## config.mk

```make
export PLATFORM = sky130hd
export DESIGN_NAME = tag_ct_accumulator
export DESIGN_NICKNAME = d
export VERILOG_FILES = /design/src/rtl/tag_ct_accumulator.sv
export SDC_FILE = /design/constraint.sdc
export NUM_CORES = 1
export LEC_CHECK = 0
export CAP_MARGIN = 20
export CORE_MARGIN = 3
export CORE_UTILIZATION = 30
export CTS_BUF_LIST = sky130_fd_sc_hd__clkbuf_16
export CTS_CLUSTER_SIZE = 28
export DETAILED_ROUTE_END_ITERATION = 10
export GPL_ROUTABILITY_DRIVEN = 0
export SLEW_MARGIN = 10
export SYNTH_ARGS = -nofsm -noshare
export SYNTH_HDL_FRONTEND = slang
export SYNTH_SLANG_ARGS = --single-unit
export TNS_END_PERCENT = 50
```

## constraint.sdc

```tcl
create_clock -name clk -period 8.04 [get_ports clk]
set_input_delay 1.206 -clock clk [delete_from_list [all_inputs] [get_ports clk]]
set_output_delay 1.206 -clock clk [all_outputs]
set_load 0.01 [all_outputs]
```

## src/rtl/tag_ct_accumulator.sv

```systemverilog
// Per-tag saturating spike counters, flushed as (tag, ct) transfers on each update_pulse.
// Optional out-of-range drop counter: define TAG_CT_ACC_DROP_CNT_EN.
module tag_ct_accumulator #(
  parameter int Ntag   = 10,
  parameter int Nct    = 10,
  parameter int Nslots = 16,
  parameter int Ndrop  = 16
) (
  input  logic             clk,
  input  logic             reset,
  input  logic             update_pulse,
  input  logic             in_v,
  input  logic [Ntag-1:0]  in_tag,
  output logic             in_a,
  output logic             out_v,
  output logic [Ntag-1:0]  out_tag,
  output logic [Nct-1:0]   out_ct,
  input  logic             out_a,
  output logic [Ndrop-1:0] dropped,
  output logic             flushing
);

  localparam int PW = (Nslots > 1) ? $clog2(Nslots) : 1;
  localparam logic [PW-1:0]  LAST_PTR = PW'(Nslots - 1);
  localparam logic [Ntag:0]  SLOTS_L  = (Ntag + 1)'(Nslots);
  localparam logic [Nct-1:0] CT_MAX   = {Nct{1'b1}};

  typedef enum logic [0:0] {ACCUM = 1'b0, FLUSH = 1'b1} state_t;

  state_t         state_r, state_s;
  logic [PW-1:0]  ptr_r, ptr_s;
  logic [Nct-1:0] cnt_r [Nslots];
  logic [Nct-1:0] cur_ct_s;
  logic [PW-1:0]  in_idx_s;
  logic           in_range_s;
  logic           accept_s;
  logic           advance_s;

  // event decode and current scan slot
  always_comb begin
    in_range_s = ({1'b0, in_tag} < SLOTS_L);
    in_idx_s   = in_tag[PW-1:0];
    accept_s   = in_v && (state_r == ACCUM);
    cur_ct_s   = cnt_r[ptr_r];
  end

  // next-state and scan pointer; empty slots are skipped without waiting on out_a
  always_comb begin
    state_s   = state_r;
    ptr_s     = ptr_r;
    advance_s = 1'b0;
    case (state_r)
      ACCUM: begin
        if (update_pulse) begin
          state_s = FLUSH;
          ptr_s   = {PW{1'b0}};
        end else begin
          state_s = ACCUM;
        end
      end
      FLUSH: begin
        advance_s = (cur_ct_s == {Nct{1'b0}}) || out_a;
        if (advance_s) begin
          if (ptr_r == LAST_PTR) begin
            state_s = ACCUM;
            ptr_s   = {PW{1'b0}};
          end else begin
            ptr_s = ptr_r + PW'(1);
          end
        end else begin
          ptr_s = ptr_r;
        end
      end
      default: begin
        state_s = ACCUM;
        ptr_s   = {PW{1'b0}};
      end
    endcase
  end

  // state and pointer registers
  always_ff @(posedge clk) begin
    if (reset) begin
      state_r <= ACCUM;
      ptr_r   <= {PW{1'b0}};
    end else begin
      state_r <= state_s;
      ptr_r   <= ptr_s;
    end
  end

  // counter bank: increments only in ACCUM, clears only on a FLUSH advance
  always_ff @(posedge clk) begin
    if (reset) begin
      for (int i = 0; i < Nslots; i++) cnt_r[i] <= {Nct{1'b0}};
    end else if (accept_s && in_range_s && (cnt_r[in_idx_s] != CT_MAX)) begin
      cnt_r[in_idx_s] <= cnt_r[in_idx_s] + Nct'(1);
    end else if (advance_s) begin
      cnt_r[ptr_r] <= {Nct{1'b0}};
    end
  end

  // outputs decoded from registered state only
  always_comb begin
    in_a     = (state_r == ACCUM);
    flushing = (state_r == FLUSH);
    if (state_r == FLUSH) begin
      out_v   = (cur_ct_s != {Nct{1'b0}});
      out_tag = Ntag'(ptr_r);
      out_ct  = cur_ct_s;
    end else begin
      out_v   = 1'b0;
      out_tag = {Ntag{1'b0}};
      out_ct  = {Nct{1'b0}};
    end
  end

`ifdef TAG_CT_ACC_DROP_CNT_EN
  logic [Ndrop-1:0] drop_r;

  // saturating count of accepted out-of-range events
  always_ff @(posedge clk) begin
    if (reset) begin
      drop_r <= {Ndrop{1'b0}};
    end else if (accept_s && !in_range_s && (drop_r != {Ndrop{1'b1}})) begin
      drop_r <= drop_r + Ndrop'(1);
    end
  end

  assign dropped = drop_r;
`else
  assign dropped = {Ndrop{1'b0}};
`endif

endmodule

```

==> reports/results.txt, run 1 <==
The run finished with clean final reports. The run gives 3.11 ns as the setup slack of the worst register-to-register path. Fill cells in the final layout number 2904. The per-cell via count in the routed design is 5.628. The repair_antennas step left the layout with diodes totalling 0.

Power spread over the standard cell area amounts to 203.4 nW/um^2. For this design the static power due to leakage is 3.407 nW. Relative to the synthesized area, the layout overhead comes to 12.09%. DRC violations left: 0.

Total congestion overflow: 0. The post-synthesis instance area was 9249 um^2; the number of violations of the max-capacitance limit was 0. Synthesis produced 682 cells.

The initial antenna violation count was 0. The floorplan step defined a die boundary enclosing 32970 um^2. The final worst-path cycle share is 64.99%.

The run gives 704 as the net total in the final layout. The run gives 48 as the count of unique library cells instantiated by Yosys. The top cell types in the final layout, fill and taps aside, are sky130_fd_sc_hd__nor2_1, sky130_fd_sc_hd__edfxtp_1, sky130_fd_sc_hd__mux4_2. The area of the core was 30030 um^2; the count of endpoints failing hold in the final timing report was 0. At the pin with the least slew margin, the transition time is 1.104 ns.

The final design area excluding fillers came out at 10370 um^2. TritonCTS built the clock tree. Count of final max-slew check failures: 0. The clock buffer count from CTS is 17.

The die is 181.6 um tall. Remaining number of nets flagged by the antenna check after routing: 0. The top routing layer in use was met4. After detailed routing, the wire length on met1 is 10730 um. The tools report the placed instance area as 9739 um^2. At the worst endpoint, the arrival time is 5.28 ns. The worst setup path is launched from a primary input. The run gives 0 as the final count of negative-setup-slack endpoints.

Of all nets on the critical path, the largest fanout is 42. Met3 layer wire length in the routed design: 2872 um. Summing internal, switching and leakage power gives 2.109 mW. The synthesized design contains 169 register bits. Summed over all layers, the routed wires come to 27280 um. The overall global routing resource usage came out at 16.64%. The tools report the aggregate negative setup slack as 0 ns. The kind of critical path was primary input to flop. Counting I/O delays and the setup requirement, the final critical path takes 5.225 ns. Measured against its own limit, the worst slew margin works out to 26.31%.

Of the cells placed in the final design, the portion with a size suffix greater than 1 is 21.29%. Dominant synthesized flop cell: sky130_fd_sc_hd__edfxtp_1. The worst register-to-register path ends at cnt_r[13][2]$_SDFFCE_PN0P_. The tools report the fmax as 0.1914 GHz. After clock tree synthesis, the setup repair step added 0 buffers. Measured in cells, the most critical reg-to-reg path has a length of 6.

The CTS clock-pin slew for the worst setup and hold paths is 0.07 ns, and the worst IR drop on VDD is 0.1483 mV. The insertion delay of the later-clocked pin in the worst-skew pair is 0.44 ns. Along the worst hold path, the cell count comes to 2.

The required time of the worst setup path is 8.10 ns, and the via count is 6135. For the post-route worst setup slack, the log shows 2.815 ns. Pin placement for this block handled 54 I/O pins. Buffers placed on the I/O ports in this run total 31. Counting every sink on the clock net gives 169. The H-tree generated during clock tree synthesis spans 4 levels. Measured along the x axis, the die boundary spans 181.6 um. The clock arrives with 0.01498 ns of skew. The floorplan has 63 rows. The startpoint of the tightest hold check path is ptr_r[0]$_SDFFE_PP0P_.

Class of the worst hold path: flop to flop. The initial utilization of the core area, before any placement, comes to 30.80%. For the amount of wire on met2 after detailed routing, the log shows 12880 um. Portion of the post-synthesis area used by sequential elements: 53.90%. Leading cell type in the layout, fill and taps excluded: sky130_fd_sc_hd__nor2_1. The run gives 0 as the post-CTS resize count.

For this run, the detailed router's first-pass iteration total came to 6. The first global-routing pass estimated 40420 um of wire. The post-cts hold buffer count is 0. CTS placed an instance of sky130_fd_sc_hd__clkbuf_16 at the clock tree root. The detailed router finished its first iteration with 931 violations. The routed wire length per instance was 25.02 um. STA classifies the critical path endpoint as a flop.

After legalization and detailed placement, the total HPWL measured 19430 um. The clock passes through at most 2 buffers. Entering global routing, the biggest net connects 43 pins. In this run, synthesis inferred 160 flip-flops with an integrated enable. The mean area per synthesized cell was 13.56 um^2; the via count of the first global-routing pass was 6066. Timing analysis after detailed placement gives a worst setup slack of 2.470 ns.

The tools report the number of warning messages in the yosys log as 0. Setup repair after global routing left no endpoint under its margin. Counting flops with an async set or reset pin after synthesis yields a share of 0%.
==> how the worst max path moves through the flow <==
stage               startpoint                          to  slack, ns  cells past startpoint
floorplan            in_tag[0]  cnt_r[15][0]$_SDFFCE_PN0P_       3.49                     11
global placement     in_tag[0]  cnt_r[10][9]$_SDFFCE_PN0P_       2.52                     10
detailed placement   in_tag[1]  cnt_r[10][2]$_SDFFCE_PN0P_       2.47                     10
CTS                  in_tag[1]  cnt_r[10][0]$_SDFFCE_PN0P_       2.88                     10
global route         in_tag[1]  cnt_r[10][0]$_SDFFCE_PN0P_       2.57                     10
finish               in_tag[1]  cnt_r[10][9]$_SDFFCE_PN0P_       2.81                     10
==> critical path, cell delays in order <==
cell                       delay [ns]
sky130_fd_sc_hd__buf_2           0.75
sky130_fd_sc_hd__buf_4           0.39
sky130_fd_sc_hd__mux4_2          0.35
sky130_fd_sc_hd__mux4_2          0.50
sky130_fd_sc_hd__ha_1            0.30
sky130_fd_sc_hd__nand3_1         0.10
sky130_fd_sc_hd__nor3_1          0.11
sky130_fd_sc_hd__nor3b_2         0.41
sky130_fd_sc_hd__nand3_1         0.45
sky130_fd_sc_hd__o211ai_1        0.68
==> kinds of logic after synthesis <==
family,Yosys count,synth area share [%]
fa+ha+maj,2,0.2705
simple gates,275,12.99
buf+inv,81,5.113
other cells,1,0.04055
compound gates,51,4.316
xor+xnor,8,0.7576
mux,95,22.62
flops,169,53.90
==> flip-flops by register name, indices dropped and copies added (netlist names), named ones only <==
signal    count
flushing      1
cnt_r       160
ptr_r         4
==> layer usage <==
| layer | track usage [%] | up-vias |
|---|---|---|
| li1 | - | 2569 |
| met1 | 22.65 | 3122 |
| met2 | 25.99 | 392 |
| met3 | 4.307 | 52 |
| met4 | 5.698 | 0 |
| met5 | 0 | - |
==> synth_stat cells, types with 5 or more instances <==
master | instances | area share [%]
sky130_fd_sc_hd__nor2_1 | 171 | 6.9
sky130_fd_sc_hd__edfxtp_1 | 160 | 52
sky130_fd_sc_hd__mux4_2 | 91 | 22
sky130_fd_sc_hd__nand2_1 | 40 | 1.6
sky130_fd_sc_hd__buf_4 | 31 | 2.5
sky130_fd_sc_hd__clkbuf_1 | 23 | 0.93
sky130_fd_sc_hd__nand3_1 | 17 | 0.92
sky130_fd_sc_hd__a22oi_1 | 12 | 0.97
sky130_fd_sc_hd__buf_2 | 12 | 0.65
sky130_fd_sc_hd__nor3_1 | 12 | 0.65
sky130_fd_sc_hd__and2_1 | 11 | 0.74
sky130_fd_sc_hd__dfxtp_1 | 9 | 1.9
sky130_fd_sc_hd__nor2b_1 | 9 | 0.61
sky130_fd_sc_hd__a21oi_1 | 8 | 0.43
sky130_fd_sc_hd__a211o_1 | 7 | 0.66
sky130_fd_sc_hd__inv_1 | 6 | 0.24
sky130_fd_sc_hd__o211ai_1 | 6 | 0.49
sky130_fd_sc_hd__a31oi_1 | 5 | 0.34
sky130_fd_sc_hd__buf_6 | 5 | 0.61
sky130_fd_sc_hd__xor2_1 | 5 | 0.47
==> where the power goes <==
group	total (mW)	internal [mW]	switching (mW)
Sequential	1.01	0.990	0.0228
Combinational	0.247	0.0921	0.155
Clock	0.849	0.471	0.378
==> final cells by class <==
type	instances	area (um^2)	area share (%)
inverter	7	26.28	0.2534
timing repair buffer	39	360.3	3.476
multi-input combinational	453	3900	37.62
clock inverter	15	180.2	1.738
clock buffer	17	425.4	4.103
tap	390	488.0	4.707
sequential	169	4987	48.11
==> stage by stage <==
| step | hold slack (ns) | util (%) | cells |
|---|---|---|---|
| after floorplan | 0.5827 | - | 703 |
| after CTS | 0.6705 | 34.45 | 1087 |
| after detailed placement | 0.6534 | 32.43 | 1055 |
| after global placement | 0.6439 | 32.43 | 1055 |
| final | 0.6665 | 34.52 | 1090 |
| after global routing | 0.7072 | 34.52 | 1090 |
No activity file was read; power rests on OpenSTA's default activity.
==> run 2, diff against run 1 <==
==> constraint.sdc (replaced) <==
create_clock -name clk -period 4.8 [get_ports clk]
set_input_delay 0.72 -clock clk [delete_from_list [all_inputs] [get_ports clk]]
set_output_delay 0.72 -clock clk [all_outputs]
set_load 0.01 [all_outputs]
==> run 2 against run 1 <==
Largest power group unchanged; critical endpoint is now out_v; final cell count grew 1.9%; clock power grew 67%; clock skew grew 0.0010 ns; via count shrank 0.18%; register-to-register slack lost 2.5 ns; final area grew 1.8%; count of clock-buffer cells in the layout is the same.
==> reports/results.txt, run 2 (synthesized netlist as in run 1, its figures left out) <==
The initial antenna violation count is 0 (unchanged). The tools report the number of top-level design ports as 54 (unchanged). The number of flip-flops under the largest register name was 160 (unchanged); the worst IR drop on VDD was 0.1984 mV (was 0.1483 mV).

The count of final max-slew check failures came out at 0 (unchanged). The run finished with clean final reports. The run gives 2 (unchanged) as the maximum root-to-sink buffer count.

Fmax: 0.2350 GHz. The aggregate negative setup slack came out at 0 ns (unchanged). The buffer count from post-CTS setup fixing was 0 (unchanged).

Type of element launching the critical path: a flop (was a primary input). The clock buffer count from CTS was 17 (unchanged). TritonCTS built the clock tree. Setup repair after global routing left no endpoint under its margin.

The tools report the maximum level of the CTS H-tree as 4 (unchanged). The tools report the post-CTS resize count as 0 (unchanged). Synthesis-to-finish area growth: 14.11% (was 12.09%). For the CTS sink count, the log shows 169 (unchanged). Kind of critical path: flop to output pin (was primary input to flop).

For the die area, the log shows 32970 um^2 (unchanged). The cell chosen for the clock root was sky130_fd_sc_hd__clkbuf_16 (unchanged). The class of the worst hold path is flop to flop (unchanged). Count of standard-cell rows: 63 (unchanged). The leading cell type in the layout, fill and taps excluded was sky130_fd_sc_hd__nor2_1 (unchanged). The HPWL reported at the end of detailed placement is 18600 um (was 19430 um), and the number of diodes added for antenna fixing is 0 (unchanged). The insertion delay of the later-clocked pin in the worst-skew pair was 0.43 ns (was 0.44 ns); the final worst-path cycle share was 88.65%. Counting I/O delays and the setup requirement, the final critical path takes 4.255 ns. The starting density of the core was 30.80% (unchanged); the highest net fanout along the worst path was 17 (was 42).

The cell leakage power is 3.517 nW (was 3.407 nW), and the pre-CTS setup slack is 0.5646 ns (was 2.470 ns). The pin slew with the least headroom to its limit is 1.051 ns (was 1.104 ns). The power density normalized to cell area works out to 334.1 nW/um^2 (was 203.4 nW/um^2). The routed wire length per instance was 23.69 um (was 25.02 um).

The overall global routing resource usage was 16.04% (was 16.64%). The largest net degree at the start of global routing is 48 (was 43). For the violation count after the first detailed-routing iteration, the log shows 847 (was 931).

For the headroom to the max-slew limit, the log shows 29.92% (was 26.31%). Number of violations of the max-capacitance limit: 0 (unchanged). The logs give 0.01602 ns (was 0.01498 ns) for the worst-case clock skew and 8 (was 6) for the number of detailed-route iterations in the first pass.

The floorplan die height is 181.6 um (unchanged). The total congestion overflow was 0 (unchanged); the post-route worst setup slack was 0.5448 ns (was 2.815 ns). The final wirelength was 26320 um (was 27280 um).

The logs give 0 (unchanged) for the final count of negative-setup-slack endpoints and 0 (unchanged) for the DRC violations left. Leading cell types in the layout, fill and taps excluded: sky130_fd_sc_hd__nor2_1, sky130_fd_sc_hd__edfxtp_1, sky130_fd_sc_hd__mux4_2 (unchanged). The remaining number of nets flagged by the antenna check after routing came out at 0 (unchanged).

The CTS clock-pin slew for the worst setup and hold paths was 0.07 ns (about the same). Kind of capture point of the worst setup path: an output pin (was a flop). The run gives 3.54 ns (was 5.28 ns) as the critical path arrival.

The fraction of final layout cells sized beyond drive strength 1 came out at 23.16% (was 21.29%). The number of buffers inserted by port buffering came out at 31 (unchanged). The width of the chip is 181.6 um (unchanged), and the wire length of the first global-routing pass is 39310 um (was 40420 um). The run gives 4.08 ns (was 8.10 ns) as the required time of the worst setup path.

The via count came out at 6124 (was 6135). The worst hold slack after final layout is 0.7006 ns (was 0.6665 ns), and the post-cts hold buffer count is 0 (unchanged). Register with the most flip-flops: cnt_r (unchanged).

The per-cell via count in the routed design works out to 5.512 (was 5.628). The run gives 5974 (was 6066) as the via count of the first global-routing pass. The net total in the final layout is 726 (was 704). The area of the core came out at 30030 um^2 (unchanged). The run gives 0 (unchanged) as the count of endpoints failing hold in the final timing report.
run 2: routing by layer:
layer | global-route usage, % | wire (um)
met1 | 22.43 | 11250
met2 | 25.06 | 12460
met3 | 4.087 | 2198
met4 | 4.113 | 406
met5 | 0 | 0
run 2: critical path, cell delays in order, from the launching register on:
cell and delay [ns]:
sky130_fd_sc_hd__dfxtp_1 0.94, sky130_fd_sc_hd__mux4_2 0.42, sky130_fd_sc_hd__a22oi_1 0.35, sky130_fd_sc_hd__nand3_1 0.27, sky130_fd_sc_hd__nor4_4 0.41, sky130_fd_sc_hd__a31oi_1 0.19, sky130_fd_sc_hd__clkdlybuf4s50_1 0.52
run 2: power by group:
| group | internal [mW] | switching, mW | total (mW) |
|---|---|---|---|
| combinational | 0.164 | 0.251 | 0.415 |
| sequential | 1.66 | 0.0331 | 1.69 |
| clock | 0.822 | 0.598 | 1.42 |
| total | 2.64 | 0.882 | 3.53 |
run 2: layout make-up:
cell class	instances	area [um^2]
fillers	2903	19480
repair buffers	61	563.0
clock buffers	17	425.4
well taps	390	488.0
inverters	7	26.28
multi-input cells	453	3892
flip-flops and latches	169	4987
clock inverters	14	171.4
run 2: path summary, 6_finish.rpt:
kind	to	from	slack, ns	cells after the start
worst max-delay path	out_v	flop	0.54	6
worst min-delay path	flop	ptr_r[0]$_SDFFE_PP0P_	0.70	2
worst max register to register	cnt_r[11][0]$_SDFFCE_PN0P_	flop	0.64	7
worst min register to register	flop	ptr_r[0]$_SDFFE_PP0P_	0.70	2
run 2: metrics by stage:
step	power, mW	instance area, um^2	instances	utilization (%)
floorplan	2.010	9328	703	-
global placement	2.135	9957	1080	33.15
detailed placement	2.138	9957	1080	33.15
CTS	3.552	10550	1111	35.14
global route	3.637	10550	1111	35.14
finish	3.526	10550	1111	35.14
